<file path="config.mk">
export PLATFORM = sky130hd
export DESIGN_NAME = cmp128_arbiter
export DESIGN_NICKNAME = d
export VERILOG_FILES = /design/src/rtl/cmp128_arbiter.sv
export SDC_FILE = /design/constraint.sdc
export NUM_CORES = 1
export LEC_CHECK = 0
export BUFFER_PORTS_ARGS = -buffer_cell sky130_fd_sc_hd__buf_2
export CORE_AREA = 10 10 399 401
export DETAILED_ROUTE_END_ITERATION = 16
export DIE_AREA = 0 0 409 411
export SLEW_MARGIN = 20
export SYNTH_ARGS = -nofsm -noshare
export SYNTH_HDL_FRONTEND = slang
export SYNTH_SLANG_ARGS = --single-unit
export TNS_END_PERCENT = 20
</file>
<file path="constraint.sdc">
create_clock -name clk -period 22.5 [get_ports clk]
set_input_delay 3.375 -clock clk [delete_from_list [all_inputs] [get_ports clk]]
set_output_delay 3.375 -clock clk [all_outputs]
set_load 0.01 [all_outputs]
</file>
<file path="src/rtl/cmp128_arbiter.sv">
// cmp128_arbiter: round-robin front end that lets NREQ requesters share one
// 128-bit magnitude comparator. Each request has operands A and B and a
// signed/unsigned select. Operands and results are registered, so the
// comparator sees only the captured operands and never the live request bus.
//
// Optional build macro: CMP128_ARB_BACKTOBACK_EN
//   When defined, a new request can be accepted in the same cycle that a
//   response is consumed (RESP -> CMP). One compare then takes 2 cycles
//   instead of 3.
//
// Handshake semantics (both request and response sides):
//   A transfer happens on a rising clk edge where valid and ready are both 1.
//   The producer holds valid and payload stable until that edge. A requester
//   may drop req_valid before it is accepted. Arbitration is recomputed every
//   cycle. req_ready is one-hot or zero and depends combinationally on
//   req_valid. rsp_valid does not depend on rsp_ready. Once raised, rsp_valid
//   and rsp_* stay stable until the transfer edge.

// Shared 128-bit comparator. It gives unsigned less-than, signed less-than
// and equality. Byte lanes are compared first and then merged from the most
// significant lane down.
module comparatortree128 (
    input  logic [127:0] a,
    input  logic [127:0] b,
    output logic         lt_u,
    output logic         lt_s,
    output logic         eq
);
    logic [15:0] lane_lt;
    logic [15:0] lane_eq;
    logic        lt_acc;
    logic        eq_acc;

    // Per-byte-lane less-than and equality.
    always_comb begin
        lane_lt = '0;
        lane_eq = '0;
        for (int i = 0; i < 16; i++) begin
            lane_lt[i] = (a[8*i +: 8] < b[8*i +: 8]);
            lane_eq[i] = (a[8*i +: 8] == b[8*i +: 8]);
        end
    end

    // Merge lanes: the most significant lane that differs decides the result.
    always_comb begin
        lt_acc = 1'b0;
        eq_acc = 1'b1;
        for (int i = 15; i >= 0; i--) begin
            lt_acc = lt_acc | (eq_acc & lane_lt[i]);
            eq_acc = eq_acc & lane_eq[i];
        end
    end

    assign lt_u = lt_acc;
    assign eq   = eq_acc;
    // If the sign bits differ, the operand with the sign bit set is smaller.
    assign lt_s = (a[127] ^ b[127]) ? a[127] : lt_acc;
endmodule

module cmp128_arbiter #(
    parameter  int NREQ = 4,
    localparam int IDW  = $clog2(NREQ)
) (
    input  logic                clk,
    input  logic                reset,
    input  logic [NREQ-1:0]     req_valid,
    output logic [NREQ-1:0]     req_ready,
    input  logic [NREQ*128-1:0] req_a,
    input  logic [NREQ*128-1:0] req_b,
    input  logic [NREQ-1:0]     req_signed,
    output logic                rsp_valid,
    input  logic                rsp_ready,
    output logic [IDW-1:0]      rsp_id,
    output logic                rsp_lt,
    output logic                rsp_eq,
    output logic                rsp_gt,
    output logic                busy
);
    typedef enum logic [1:0] {
        IDLE = 2'd0,
        CMP  = 2'd1,
        RESP = 2'd2
    } state_t;

    // state is the FSM observation point for external checkers.
    state_t         state;
    state_t         state_nx;
    logic [IDW-1:0] last_grant;
    logic [IDW-1:0] grant_idx;
    logic [IDW-1:0] scan_idx;
    logic [IDW-1:0] id_q;
    logic           grant_found;
    logic           arb_en;
    logic           accept;
    logic [127:0]   sel_a;
    logic [127:0]   sel_b;
    logic [127:0]   op_a;
    logic [127:0]   op_b;
    logic           op_s;
    logic           cmp_lt_u;
    logic           cmp_lt_s;
    logic           cmp_eq;
    logic           lt_sel;

    comparatortree128 u_cmp (
        .a    (op_a),
        .b    (op_b),
        .lt_u (cmp_lt_u),
        .lt_s (cmp_lt_s),
        .eq   (cmp_eq)
    );

    assign lt_sel = op_s ? cmp_lt_s : cmp_lt_u;
    assign busy   = (state != IDLE);

    // Arbitration is allowed in IDLE, and with back-to-back enabled, also in
    // a RESP cycle whose response is being consumed.
    always_comb begin
        arb_en = (state == IDLE);
`ifdef CMP128_ARB_BACKTOBACK_EN
        if (state == RESP && rsp_ready) begin
            arb_en = 1'b1;
        end
`endif
    end

    // Round-robin scan starting just after last_grant and wrapping at NREQ-1.
    always_comb begin
        grant_found = 1'b0;
        grant_idx   = '0;
        scan_idx    = '0;
        for (int k = 1; k <= NREQ; k++) begin
            if (int'(last_grant) + k >= NREQ) begin
                scan_idx = IDW'(int'(last_grant) + k - NREQ);
            end else begin
                scan_idx = IDW'(int'(last_grant) + k);
            end
            if (!grant_found && req_valid[scan_idx]) begin
                grant_found = 1'b1;
                grant_idx   = scan_idx;
            end
        end
    end

    // One-hot grant to the winning requester, gated by the arbitration window.
    always_comb begin
        req_ready = '0;
        if (arb_en && grant_found) begin
            req_ready[grant_idx] = 1'b1;
        end
    end

    // A grant only goes to a requester whose valid is set, so granting implies acceptance.
    assign accept = arb_en & grant_found;

    // Select the winner's operands for capture.
    always_comb begin
        sel_a = req_a[int'(grant_idx)*128 +: 128];
        sel_b = req_b[int'(grant_idx)*128 +: 128];
    end

    // FSM state register.
    always_ff @(posedge clk or posedge reset) begin
        if (reset) begin
            state <= IDLE;
        end else begin
            state <= state_nx;
        end
    end

    // FSM next-state logic.
    always_comb begin
        state_nx = state;
        case (state)
            IDLE: begin
                if (accept) begin
                    state_nx = CMP;
                end
            end
            CMP: begin
                state_nx = RESP;
            end
            RESP: begin
                if (rsp_ready) begin
                    state_nx = accept ? CMP : IDLE;
                end
            end
            default: begin
                state_nx = IDLE;
            end
        endcase
    end

    // Capture the accepted operands, then register the comparator result.
    always_ff @(posedge clk or posedge reset) begin
        if (reset) begin
            op_a       <= '0;
            op_b       <= '0;
            op_s       <= 1'b0;
            id_q       <= '0;
            last_grant <= IDW'(NREQ - 1);
            rsp_valid  <= 1'b0;
            rsp_id     <= '0;
            rsp_lt     <= 1'b0;
            rsp_eq     <= 1'b0;
            rsp_gt     <= 1'b0;
        end else begin
            if (accept) begin
                op_a       <= sel_a;
                op_b       <= sel_b;
                op_s       <= req_signed[grant_idx];
                id_q       <= grant_idx;
                last_grant <= grant_idx;
            end
            if (state == CMP) begin
                rsp_valid <= 1'b1;
                rsp_lt    <= lt_sel;
                rsp_eq    <= cmp_eq;
                rsp_gt    <= ~lt_sel & ~cmp_eq;
                rsp_id    <= id_q;
            end else if (state == RESP && rsp_ready) begin
                rsp_valid <= 1'b0;
            end
        end
    end
endmodule
</file>
After elaboration in Yosys (flattened, before gate mapping). Index checks and enable logic that the tools add are counted.

Flip-flop bits (word level): 269. Bits in latches: 0. RAM bits: 0. ROM bits: 0. Input bits: 1035. Output and inout port bits: 11. Logic and storage cells: 163. Memories kept: 0.

Add/sub/neg operators: 8. $mul: 0. Divide/modulo/power cells: 0. Order comparisons: 26. Equality and inequality tests: 20. Shifts and indexed selects: 2. Mux-type cells: 33. Bitwise operators: 50. Reduce and logical (&&, ||, !) cells: 13.

Operator list (number): $shiftx A512 B10 Y128 (2); $eq A8 B8 Y1 (16); $lt A8 B8 Y1 (16); $and A1 B1 Y1 (32); $mux W2 (10); $lt A2 B3 Y1 const B (5); $mux W1 (15); $or A1 B1 Y1 (15); $bmux W1 S2 (5); $ge A3 B3 Y1 const B (3); $sub A2 B1 Y2 const B (4); $add A2 B2 Y3 const B (2); $logic_and A1 B1 Y1 (6); $pmux W2 S3 (1); $add A2 B3 Y4 const B (1); $ge A4 B3 Y1 const B (1); $mux W4 (1); $reduce_bool A2 Y1 (2); $add A2 B1 Y3 const B (1); $logic_not A1 Y1 (3); $demux W1 S2 (1); $eq A2 B1 Y1 const B (1); $eq A2 B2 Y1 const B (1); $ge A2 B1 Y1 const B (1); 6 further kinds (7).

Longest topological paths before layout.
Depth in word-level cells: 21. Gate-level depth with buffers: 12. Mapped depth without buffers: 10.

Cells and area by module. From an unflattened synthesis, not the netlist that was laid out.

Cell total of the unflattened synthesis: 2278. Area, all modules: 20198.1 um2.

Modules (own cells, without submodules): cmp128_arbiter (instances 1, cells each 1817, area an instance 16887.4 um2, sequential area each 6734.0 um2); comparatortree128 (instances 1, cells each 461, area an instance 3310.7 um2, sequential area each 0.0 um2).

Worst setup path before layout. Ideal clock, no wire load.

Path type: input -> output. From: in req_valid[0]. To: out req_ready[2]. Arrival time: 4.694 ns. Data required time: 19.125 ns. Path slack: 14.431 ns. Cell stages on the path: 8. Buffers on the path: 3. Cell sequence: a21oi_1 > a31oi_1 > a21oi_1 > buf_2 > buf_2 > clkbuf_1 > nand2_1 > nor2_1.

Word-level cells in the longest chain between the ends: 17. Elaborated cells between the ends (all ways): 29. Those cells by class: order compare (2); mux (19); reduce/logical (8).

Ends and longest elaborated chain: from (decl) (RTL line 66) `input logic [NREQ-1:0] req_valid,`; $bmux W1 S2 (RTL line 138) `if (!grant_found && req_valid[scan_idx]) begin`; $mux W1 (implied by the code) (RTL line 138); $mux W1 (RTL line 138); $logic_not A1 Y1 (RTL line 138); $logic_and A1 B1 Y1 (RTL line 138); $mux W1 (RTL line 138); $logic_not A1 Y1 (RTL line 138); $logic_and A1 B1 Y1 (RTL line 138); $mux W1 (RTL line 138); $logic_not A1 Y1 (RTL line 138); $logic_and A1 B1 Y1 (RTL line 138); $mux W2 (RTL line 138); $lt A2 B3 Y1 (implied by the code) / $ge A2 B1 Y1 (equally long branches) (RTL line 149) `req_ready[grant_idx] = 1'b1;`; $logic_and A1 B1 Y1 (implied by the code) (RTL line 149); $mux W1 (implied by the code) (RTL line 149); $demux W1 S2 (RTL line 149); $mux W4 (*) (RTL line 148) `if (arb_en && grant_found) begin`; to (decl) (RTL line 67) `output logic [NREQ-1:0] req_ready,`.

Mark *: on every way between the ends. The rest lies on a longest branch, timed or not. The select of a mux whose other input is x is not followed.

Worst setup path in the final report.
From: in req_valid[1]. To: out req_ready[1].

Same word-level chain as after synthesis.

==> metrics.txt <==
WL per Instance 20.3 microns; mapped cell area 20900 sq um; Rows 143; cts hold-fix bufs 0; post-synthesis sequential area ratio 32.3%; slew of the pin with the lowest slew margin ~960 ps; vias in the first global route around 25000; Worst Setup SP req_valid[1]; initial antenna violation count just under 60; vias per cell 4.04; Die X 409 microns; Clock Path Buffers 3; CTS buffer count 37; Pre-Repair DR Iteration Count 5; H-tree levels 2; Hold Path Class register to register; FF-to-FF setup slack about 18000 ps; initial DRC count about 1900; PD cells 124 nW/um^2; family with the most delay on the worst path compound AO/OA/AOI/OAI gates; final count of hold timing violations 0; Post-synth EDFFs 0; Placer Congestion around 0.92; fill count 17400; top cells by count, synth 1568 x nand2_1, 468 x o21ai_0, 272 x nand3_1; Int Power between 1500 and 2000 uW; Layout Nets 5357; Rel. slew slack 36.0%; FF-to-FF path depth 8; setup TNS 0 ps; Sw Ratio between 50% and 60%; max-cap violation count 0; arrival time at the worst endpoint roughly 5400 ps; RR Startpoint last_grant[1]; post-CTS setup buffers 0; Final period util ~39%; core area roughly 150000 sq um; worst path cell trace buf_2, nor2b_1, a21oi_1, o221a_4, buf_12, nor3_1, buf_2; peak supply drop 0.0847 mV; Peak Freq about 110 MHz; status complete, no violations; Die ar. around 170000 sq um; PortBufs approximately 1000; Ys Warns 0; worst skew pair latency between 500 and 600 ps; DPL Wire Length 107 mm; Initial Utilization 13.8%; vias 25300; post_cts resized 0; Critical Path Fanout Max roughly 150; chip height 411 microns; crit end category primary output; Final min period a little under 9000 ps; CP Launch Type primary input; most area-consuming cells after synthesis dfrtp_1 32%, nand2_1 28%, o21ai_0 11%; layout cells sized above 1 approximately 27%; Comb pwr share between 50% and 60%; Layout Utilization between 15 and 20%; stages on the worst setup path 7; Syn Inst Count 3314; slowest stage cell, crit path o221a_4; Layout area overhead 40.4%; buffers plus inverters on the worst setup path 3; CTS clk-pin slew, worst paths 50 ps; # IOs 1046; endpoints failing setup 0; Clock Root Buffer clkbuf_16; Worst Path Required approximately 19000 ps; FFs w/ async S/R, synth 100%; Post-Route Skew 16.8 ps; largest net degree at the start of global routing around 180; library cells used by synthesis 41; antenna viol nets, final 0; ys flop type dfrtp_1; register bit total from synthesis 269; static leakage 0.0153 uW; Net Sw Power between 1500 and 2000 uW; most numerous cell in the Yosys netlist nand2_1; Hold Crit Start op_b[36]; Clock Power Share 17.4%; detailed-route wire length 127 mm; Multi-input gate area 12700 sq um; DRC 0; Reg power frac 26.3%; leading area contributor after synthesis dfrtp_1; hold path depth 2; Mean Syn Cell Area 6.29 sq um; syn_nets 4477; GRT Util Overall 14.1%; RSZ-0062 raised after global routing no; TritonCTS clock tree done; CP peak stage delay approximately 570 ps; top-area cell type share of the netlist area about a third; critical path's most frequent cell buf_2; clk sink count 269; Seq. cell area 6730 sq um; global route overflow 0; critical path type primary input to primary output; Pins Over Slew Limit 0; first-pass GRT wire length 176 mm
-- cell usage in the layout, fill, tap and decap left out, types with 6 or more instances in the layout --
cell       count
a211oi_1      10
a21oi_1       44
buf_2       1045
buf_4         23
clkbuf_1       6
clkbuf_16     39
clkbuf_8       7
clkinv_2       7
dfrtp_1      267
diode_2       12
ha_1         128
inv_1        132
nand2_1     1568
nand3_1      272
nand4_1       30
nor2_1        20
nor2b_1       18
o211ai_1      13
o21ai_0      467
o21ai_1       58
-- state kept, by name (all words and copies together), names as in the netlist --
register	count
op_a	128
op_b	128
id_q	2
last_grant	2
rsp_id	2
state	2
op_s	1
rsp_eq	1
rsp_gt	1
rsp_lt	1
rsp_valid	1
-- per-layer routing --
layer | vias to the layer above | part of all wire [%] | global-route usage (%)
met4 | 32 | 1.9 | 2.54
met1 | 11800 | 42 | 17.4
met3 | 152 | 7.0 | 3.46
li1 | 12600 | - | -
met2 | 815 | 49 | 24.9
met5 | - | 0.16 | 0
-- power groups by stage --
stage               logic, uW  registers, uW  clock network, uW
floorplan                1410            846                  0
global placement         2030            958                  0
detailed placement       2080            962                  0
CTS                      2080            958                658
global route             2360            984                671
finish                   2040            950                631
-- final cells by class --
type                            count  area share (%)
Clock inverter                     15           0.645
Multi-Input combinational cell   2681            43.4
Timing Repair Buffer             1072            18.7
Sequential cell                   269            23.0
Inverter                          133            1.73
Clock buffer                       52            3.74
Tap cell                         2030            8.68
Antenna cell                       12           0.103
-- worst register-to-register path, cell delays in order, from the launching register on --
cell	delay [ps]
dfstp_2	610
a31oi_1	150
a21oi_4	450
buf_4	560
buf_4	690
buf_4	590
buf_4	800
o21ai_0	390
o21ai_0	210
-- path summary, 6_finish.rpt --
path / endpoint
worst max-delay path: req_ready[1]
worst min-delay path: op_b[36]
worst max register to register: op_b[82]
worst min register to register: op_b[36]
max in group asynchronous: op_a[60]
min in group asynchronous: rsp_id[0]
-- metrics by stage --
stage	power [uW]	setup WS (ps)	area, sq um	hold WS, ps	std cells
2_1_floorplan	2260	11720	20900	443	3314
3_3_place_gp	2990	13610	28000	459	6185
3_5_place_dp	3040	13630	28000	467	6185
4_1_cts	3700	13620	29200	480	6252
5_1_grt	4010	13490	29200	494	6253
6_report	3620	13700	29300	476	6264
-- cells by family after synthesis --
kind of cell	share of synthesized area, %
simple gates	37.3
compound gates	15.4
buf+inv	7.11
flops	32.3
fa+ha+maj	7.68
mux	0.156
Note: power is estimated with default switching activity, not from simulation.
